### src/rtl/keysched_seq.sv
`default_nettype none
// ============================================================================
//  Module   : keysched_seq
//  Purpose  : Iterative AES key-schedule sequencer. Loads a 128/192/256-bit
//             cipher key and generates one expanded word w[i] per cycle
//             through a single shared RotWord/SubWord/Rcon datapath (four
//             S-box evaluations), filling a round-key buffer of NB*(NR+1)
//             words. The round datapath then reads one full round key per
//             request.
//  Ports    : clk            rising-edge clock
//             rst            asynchronous active-low reset
//             i_key_valid    key offered this cycle
//             i_key          cipher key, w[0] in the MSBs
//             o_key_ready    key accepted when i_key_valid && o_key_ready
//             o_busy         expansion in progress
//             o_keys_valid   round-key buffer complete and readable
//             i_rk_rd        round-key read request
//             i_rk_idx       round number 0..NR
//             o_rk_valid     one-cycle pulse, o_rk holds the requested key
//             o_rk           {w[4r],w[4r+1],w[4r+2],w[4r+3]}, w[4r] in MSBs
//  Revision : 1.0  initial release
// ============================================================================
module keysched_seq #(
  parameter int WORD = 32,
  parameter int NB   = 4,
  parameter int NK   = 4
) (
  input  logic                 clk,
  input  logic                 rst,
  input  logic                 i_key_valid,
  input  logic [NK*WORD-1:0]   i_key,
  output logic                 o_key_ready,
  output logic                 o_busy,
  output logic                 o_keys_valid,
  input  logic                 i_rk_rd,
  input  logic [3:0]           i_rk_idx,
  output logic                 o_rk_valid,
  output logic [NB*WORD-1:0]   o_rk
);

  localparam int NR   = NK + 6;
  localparam int TOTW = NB * (NR + 1);

  localparam logic [5:0] c_LAST = 6'(TOTW - 1);
  localparam logic [2:0] c_NKM1 = 3'(NK - 1);
  localparam logic [3:0] c_NR   = 4'(NR);

  localparam logic [1:0] S_IDLE   = 2'd0;
  localparam logic [1:0] S_EXPAND = 2'd1;
  localparam logic [1:0] S_DONE   = 2'd2;

  // GF(2^8) multiply modulo x^8+x^4+x^3+x+1
  function automatic logic [7:0] gf_mul(input logic [7:0] a, input logic [7:0] b);
    logic [7:0] p;
    logic [7:0] x;
    p = 8'h00;
    x = a;
    for (int k = 0; k < 8; k++) begin
      if (b[k]) p = p ^ x;
      x = {x[6:0], 1'b0} ^ (x[7] ? 8'h1b : 8'h00);
    end
    return p;
  endfunction

  // S-box computed as multiplicative inverse (b^254, which maps 0 to 0)
  // followed by the AES affine transform.
  function automatic logic [7:0] sbox(input logic [7:0] b);
    logic [7:0] inv;
    logic [7:0] sq;
    inv = 8'h01;
    sq  = b;
    for (int k = 1; k < 8; k++) begin
      sq  = gf_mul(sq, sq);
      inv = gf_mul(inv, sq);
    end
    return inv ^ {inv[6:0], inv[7]} ^ {inv[5:0], inv[7:6]}
               ^ {inv[4:0], inv[7:5]} ^ {inv[3:0], inv[7:4]} ^ 8'h63;
  endfunction

  logic [1:0]      r_state;
  logic [1:0]      w_state_nxt;
  logic [5:0]      r_i;
  logic [2:0]      r_mod;          // i % NK, maintained by wrap-around counting
  logic [7:0]      r_rcon;
  logic [WORD-1:0] r_win [NK];     // r_win[NK-1] = w[i-1], r_win[0] = w[i-NK]
  logic [WORD-1:0] r_buf [TOTW];
  logic [WORD-1:0] w_key_word [NK];
  logic            w_accept;
  logic [WORD-1:0] w_prev;
  logic [WORD-1:0] w_sb_in;
  logic [WORD-1:0] w_sb_out;
  logic [WORD-1:0] w_f;
  logic [WORD-1:0] w_new;
  logic [7:0]      w_rcon_nxt;
  logic            w_rd_ok;
  logic [5:0]      w_base;

  generate
    for (genvar g = 0; g < NK; g++) begin : g_keyw
      assign w_key_word[g] = i_key[(NK-g)*WORD-1 -: WORD];
    end
  endgenerate

  assign w_accept = i_key_valid && o_key_ready;

  // ---------------- FSM: state register ----------------
  always_ff @(posedge clk or negedge rst) begin
    if (!rst) r_state <= S_IDLE;
    else      r_state <= w_state_nxt;
  end

  // ---------------- FSM: next state ----------------
  always_comb begin
    w_state_nxt = r_state;
    case (r_state)
      S_IDLE:   if (w_accept) w_state_nxt = S_EXPAND;
      S_EXPAND: if (r_i == c_LAST) w_state_nxt = S_DONE;
      S_DONE:   if (w_accept) w_state_nxt = S_EXPAND;
      default:  w_state_nxt = S_IDLE;
    endcase
  end

  // ---------------- FSM: outputs ----------------
  always_comb begin
    o_key_ready  = 1'b1;
    o_busy       = 1'b0;
    o_keys_valid = 1'b0;
    case (r_state)
      S_EXPAND: begin
        o_key_ready = 1'b0;
        o_busy      = 1'b1;
      end
      S_DONE:   o_keys_valid = 1'b1;
      default:  ;
    endcase
  end

  // ---------------- shared g()/SubWord datapath ----------------
  always_comb begin
    w_prev     = r_win[NK-1];
    w_sb_in    = (r_mod == 3'd0) ? {w_prev[23:0], w_prev[31:24]} : w_prev;
    w_sb_out   = {sbox(w_sb_in[31:24]), sbox(w_sb_in[23:16]),
                  sbox(w_sb_in[15:8]),  sbox(w_sb_in[7:0])};
    w_rcon_nxt = {r_rcon[6:0], 1'b0} ^ (r_rcon[7] ? 8'h1b : 8'h00);
    if (r_mod == 3'd0)                  w_f = w_sb_out ^ {r_rcon, 24'h0};
    else if (NK == 8 && r_mod == 3'd4)  w_f = w_sb_out;
    else                                w_f = w_prev;
    w_new = w_f ^ r_win[0];
  end

  // ---------------- counters and sliding window ----------------
  always_ff @(posedge clk or negedge rst) begin
    if (!rst) begin
      r_i    <= '0;
      r_mod  <= '0;
      r_rcon <= 8'h01;
      for (int j = 0; j < NK; j++) r_win[j] <= '0;
    end else if (w_accept) begin
      r_i    <= 6'(NK);
      r_mod  <= '0;
      r_rcon <= 8'h01;
      for (int j = 0; j < NK; j++) r_win[j] <= w_key_word[j];
    end else if (r_state == S_EXPAND) begin
      r_i   <= r_i + 6'd1;
      r_mod <= (r_mod == c_NKM1) ? 3'd0 : r_mod + 3'd1;
      if (r_mod == 3'd0) r_rcon <= w_rcon_nxt;
      for (int j = 0; j < NK - 1; j++) r_win[j] <= r_win[j+1];
      r_win[NK-1] <= w_new;
    end
  end

  // ---------------- round-key buffer (not reset) ----------------
  always_ff @(posedge clk) begin
    if (w_accept) begin
      for (int j = 0; j < NK; j++) r_buf[j] <= w_key_word[j];
    end else if (r_state == S_EXPAND) begin
      r_buf[r_i] <= w_new;
    end
  end

  // ---------------- round-key read port ----------------
  // The buffer write of a new key lands at the same edge as this read, so a
  // read coinciding with a key accept in DONE still returns the old key.
  assign w_rd_ok = i_rk_rd && o_keys_valid && (i_rk_idx <= c_NR);
  assign w_base  = {i_rk_idx, 2'b00};

  always_ff @(posedge clk or negedge rst) begin
    if (!rst) begin
      o_rk_valid <= 1'b0;
      o_rk       <= '0;
    end else begin
      o_rk_valid <= w_rd_ok;
      if (w_rd_ok) begin
        for (int j = 0; j < NB; j++)
          o_rk[(NB-j)*WORD-1 -: WORD] <= r_buf[w_base + 6'(j)];
      end
    end
  end

endmodule
`default_nettype wire

### config.mk
export PLATFORM = sky130hd
export DESIGN_NAME = keysched_seq
export DESIGN_NICKNAME = d
export VERILOG_FILES = /design/src/rtl/keysched_seq.sv
export SDC_FILE = /design/constraint.sdc
export NUM_CORES = 2
export LEC_CHECK = 0
export CAP_MARGIN = 20
export CORE_UTILIZATION = 39
export DETAILED_ROUTE_END_ITERATION = 16
export SLEW_MARGIN = 10
export SYNTH_ARGS = -nofsm -noshare
export SYNTH_HDL_FRONTEND = slang
export SYNTH_SLANG_ARGS = --single-unit
### constraint.sdc
create_clock -name clk -period 29.1 [get_ports clk]
set_input_delay 2.91 -clock clk [delete_from_list [all_inputs] [get_ports clk]]
set_output_delay 2.91 -clock clk [all_outputs]
set_load 0.02 [all_outputs]
# Word level (Yosys, flattened, before mapping)
# Memory sizes are Yosys's and may differ from the RTL's. A register that Yosys moved wholly into a read port is not among the register bits.
# Index checks and enable logic that the tools add are counted.
# totals
regBits	148
latchBits	0
ramBits	1408
rom_bits	0
inputBits	136
mem_count	1
# mem_list
name	depth	width	rd	rd_clocked_by_memory_dff	write_ports	line_no	source
r_buf	44	32	4	4	4	86	logic [WORD-1:0] r_buf [TOTW];
# classes
add_sub_neg	5
n_mul	0
div_mod_pow	0
order_cmp	1
n_eq_ne	6
n_shift	0
muxes	838
bitwise_logic	779
n_reduce_logical	15
# op_table
cell	count
2-to-1 mux 8 bit	423
bitwise XOR 8 bit	380
bitwise XOR 8 x 5 -> 8 bit	365
2-to-1 mux 5 bit	369
2-to-1 mux 128 bit	2
2-to-1 mux 32 bit	3
bitwise XOR 32 bit	2
2-to-1 mux 6 bit	7
OR reduction 32 bit	1
2-to-1 mux 7 bit	4
inverter 1 bit, first input constant	28
2-to-1 mux 3 bit	7
2-to-1 mux 4 bit	4
inverter 4 bit	4
adder 6 x 1 -> 6 bit, second input constant	2
adder 6 x 2 -> 6 bit, second input constant	2
2-to-1 mux 1 bit	12
2-to-1 mux 2 bit	6
== test 6 bit, second input constant	1
<= comparator 4 bit, second input constant	1
zero test 1 bit	4
one-hot mux 2 bit (2 select lines)	1
AND reduction 2 bit	2
nonzero test 2 bit	2
10 further kinds	12

# Longest topological paths before layout
# logic_depth
depth_word	139
depth_mapped	81
ltp_nobuf	67

# Least setup slack after synthesis
# OpenSTA, ideal clock, no wires.
# synth_path
path_type	reg-to-reg
startpoint	register r_mod[0]
endpoint	memory r_buf[10][27] (data pin)
setup_ns	0.432
arrival_time_ns	17.913
required_ns	28.668
slack_ns	10.755
path_stages_with_launch	75
path_buffers	13
path_cell_list	dfrtp_1 inv_1 ha_1 nand2b_4 buf_6 buf_12 a21oi_2 inv_2 ha_1 buf_1 xor2_1 mux2i_1 or3b_1 nand2_2 inv_2 buf_6 clkbuf_1 ha_1 (+39 left out) a21oi_1 xor2_1 o221ai_2 buf_4 nor2_1 xnor2_4 xnor2_2 xor2_2 nor2_1 a21oi_1 xor2_1 o21ai_1 xnor2_1 xnor3_1 xor3_1 xnor3_1 mux2i_1 xnor2_1
# synth_rtl
item	line_no	source
start: declaration	83	logic [2:0] r_mod;
start signal: assignment	165	r_mod <= (r_mod == c_NKM1) ? 3'd0 : r_mod + 3'd1;
end: declaration	86	

==> results.json <==
{
  "hp-class": "reg2reg",
  "vias_per_cell": 5.610,
  "ant_nets": 0,
  "start_util": 0.3931,
  "worst_path_most_repeated_cell": "xnor2_1",
  "antenna_found_initial": 33,
  "pin_count": 268,
  "reg2reg_slack_ps": 6180,
  "firstDrtPassIters": 6,
  "via_count": 92990,
  "grt_pass1_vias": 86710,
  "outcome": "complete, no violations",
  "drt_iter0_drc": 9434,
  "regArea_mm2": 0.04919,
  "drive_gt1_frac": 0.1257,
  "finalSetupTns_ps": 0,
  "gp_congestion": 0.8941,
  "synth.top_cell.area_share": 0.3344,
  "post-route-util": 0.4374,
  "hold_start": "r_win[34]$_DFFE_PN0P_",
  "hold_viol": 0,
  "crit_type": "reg2reg",
  "synth.area.top_cells": "edfxtp_1, xnor2_1, dfrtp_1, mux2i_1, mux4_2",
  "grt_start_max_net_pins": 169,
  "wl_per_cell_um": 23.11,
  "final-max-slew-violation-count": 0,
  "min_period_ps": 22920,
  "dieWidth_um": 571.4,
  "synth_area_mm2": 0.1264,
  "drc": 0,
  "grt-ovfl-total": 0,
  "dieArea_mm2": 0.3265,
  "grt_pass1_wl_um": 572300,
  "htree_levels": 4,
  "holdPathEnd": "r_win[66]$_DFFE_PN0P_",
  "synth_cells": 12110,
  "yosysSeqAreaShare": 0.3890,
  "reg2regPathDepth": 67,
  "crit_buf_inv": 11,
  "fmax_mhz": 43.64,
  "cp_data_arrival_time_ps": 23460,
  "syn_avg_cell_area_um2": 10.44,
  "crit_family": "XOR/XNOR gates",
  "slowest_delay_ps": 900,
  "synthFlopType": "edfxtp_1",
  "synth_top_area_cell": "edfxtp_1",
  "port_buffers": 267,
  "clock-sinks": 1684,
  "dpl.hpwl_um": 260300,
  "worst_path_max_delay_cell": "xnor2_1",
  "fp.dieH_um": 571.4,
  "relSlewSlack": 0.1785,
  "async_flop_share": 0.1639,
  "row_count": 208,
  "dp_slack_ps": 6421,
  "yosysWarningCount": 0,
  "final_nets": 12270,
  "postCtsSetupBuffers": 0,
  "reg2reg_to": "r_buf[14][26]$_DFFE_PP_",
  "clk_latency_ps": 840,
  "skew_ps": 44.60,
  "drv_cap": 0,
  "required_ps": 29650,
  "track_usage": 0.2281,
  "yosys.cell_types.count": 131,
  "hold_depth": 2,
  "cp-start-kind": "flip-flop",
  "reg2reg_from": "r_mod[0]$_DFFE_PN0P_",
  "fill_cells": 30240,
  "cts_made_buffers": 171,
  "areaGrowthSynthToFinish_pct": 11.27,
  "ys_ff_latch": 1684,
  "fp.coreArea_mm2": 0.3217,
  "finalCritPeriodShare": 0.7875,
  "synthesis.nets": 12260,
  "clock_path_buffers": 3,
  "grt_setup_unrepaired": "no",
  "cts_hold_buf": 0,
  "root_buffer": "clkbuf_16",
  "finalWorstSetupSlack_ps": 6184,
  "cts.reportedPaths.clkPinSlew_ps": 60,
  "multi_input_comb_area_mm2": 0.07439,
  "wirelength_um": 383100,
  "setup_viol": 0,
  "worst_pin_slew_ps": 1213,
  "cp-end-kind": "flip-flop",
  "cts_tree": "built",
  "crit_fanout": 58,
  "synth_edf_count": 1408,
  "cts-resized-gates": 0
}
## worst max path at each step
stage	to	start	depth (start not counted)	slack [ps]
final	r_buf[14][26]$_DFFE_PP_	r_mod[0]$_DFFE_PN0P_	67	6180
after global routing	r_buf[6][26]$_DFFE_PP_	r_mod[0]$_DFFE_PN0P_	67	4530
after CTS	r_buf[11][26]$_DFFE_PP_	r_mod[0]$_DFFE_PN0P_	66	6380
after detailed placement	r_buf[42][26]$_DFFE_PP_	r_mod[0]$_DFFE_PN0P_	66	6420
after global placement	r_buf[26][26]$_DFFE_PP_	r_mod[0]$_DFFE_PN0P_	66	6790
after floorplan	r_buf[10][27]$_DFFE_PP_	r_mod[0]$_DFFE_PN0P_	74	10750
## layout by cell type (no fill, tap or decap), types with 275 or more instances in the layout
| cell type | instances |
|---|---|
| xnor2_1 | 1686 |
| edfxtp_1 | 1408 |
| nor2_1 | 1374 |
| nand2_1 | 1202 |
| o21ai_0 | 704 |
| mux2i_1 | 631 |
| a21oi_1 | 586 |
| xor2_1 | 436 |
| buf_4 | 366 |
| dfrtp_1 | 275 |
## cells in the mapped netlist, types with 30 or more instances
cell,n
nor2b_1,76
nand3_1,211
or3_1,30
xor3_1,31
nand2_1,1209
o21ai_0,704
a21oi_1,586
o211ai_1,65
xor2_2,45
buf_4,30
a211oi_1,104
a31oi_1,64
xnor3_1,235
buf_2,123
mux4_2,261
o21ai_1,100
o22ai_1,131
edfxtp_1,1408
and2_1,34
xnor2_2,140
mux2_2,120
nor3_1,193
o221ai_1,58
xnor2_1,1745
clkbuf_1,527
inv_1,83
buf_1,115
nor2_1,1417
xor2_1,456
nand2b_1,51
a22oi_1,50
and3_1,38
mux2i_1,631
xnor2_4,42
dfrtp_1,275
## flip-flops by register name, summed over array words and instances (netlist names)
register    count
o_rk_valid      1
r_i             6
r_win          96
r_state         2
w_prev         32
r_rcon          8
o_rk          128
r_buf        1408
r_mod           3
## stage by stage
| step | instance area (um^2) | hold WS [ps] | instances |
|---|---|---|---|
| after CTS | 140500 | 468.0 | 16550 |
| after global routing | 140700 | 494.8 | 16570 |
| after detailed placement | 135000 | 461.8 | 16230 |
| final | 140700 | 462.9 | 16580 |
| after global placement | 135000 | 454.6 | 16230 |
| after floorplan | 126400 | 449.2 | 12110 |
## cell families after synthesis
| group | Yosys count | synth area share |
|---|---|---|
| XOR/XNOR | 2729 | 0.2401 |
| flip-flops | 1684 | 0.3890 |
| multiplexers | 1059 | 0.1124 |
| buffers and inverters | 938 | 0.03166 |
| AND/OR/NAND/NOR | 3431 | 0.1156 |
| adder cells (fa/ha/maj) | 26 | 0.002494 |
| AO/OA/AOI/OAI | 2238 | 0.1087 |
## routing by layer
layer,wire [um],global-route usage,part of all wire,up-vias
met5,25,0,0.000065,-
met1,165800,0.3178,0.43,45860
met4,13980,0.08147,0.036,4
li1,-,-,-,43200
met2,178000,0.3661,0.46,3444
met3,25330,0.02609,0.066,484
## layout make-up
| type | count | area share |
|---|---|---|
| diodes | 15 | 0.0002668 |
| clock buffers | 238 | 0.03349 |
| clock inverters | 82 | 0.005265 |
| inverters | 120 | 0.003273 |
| multi-input cells | 9483 | 0.5288 |
| flip-flops and latches | 1684 | 0.3496 |
| well taps | 4305 | 0.03829 |
| repair buffers | 649 | 0.04101 |
## worst reg2reg max path: cells and delay by family (launching register included)
kind                       cells  cell delay [ps]
xor gates and xnor gates      18             6680
muxes                          8             2220
DFF                            1              390
buffers and inverters         11             3760
and+or+nand+nor                9             2460
AOI/OAI and AO/OA             16             4520
adders and majority gates      5             2630
Power is left out: the tool's default activity adds up to more than one toggle a clock period on the data nets, which glitch-free logic cannot reach.
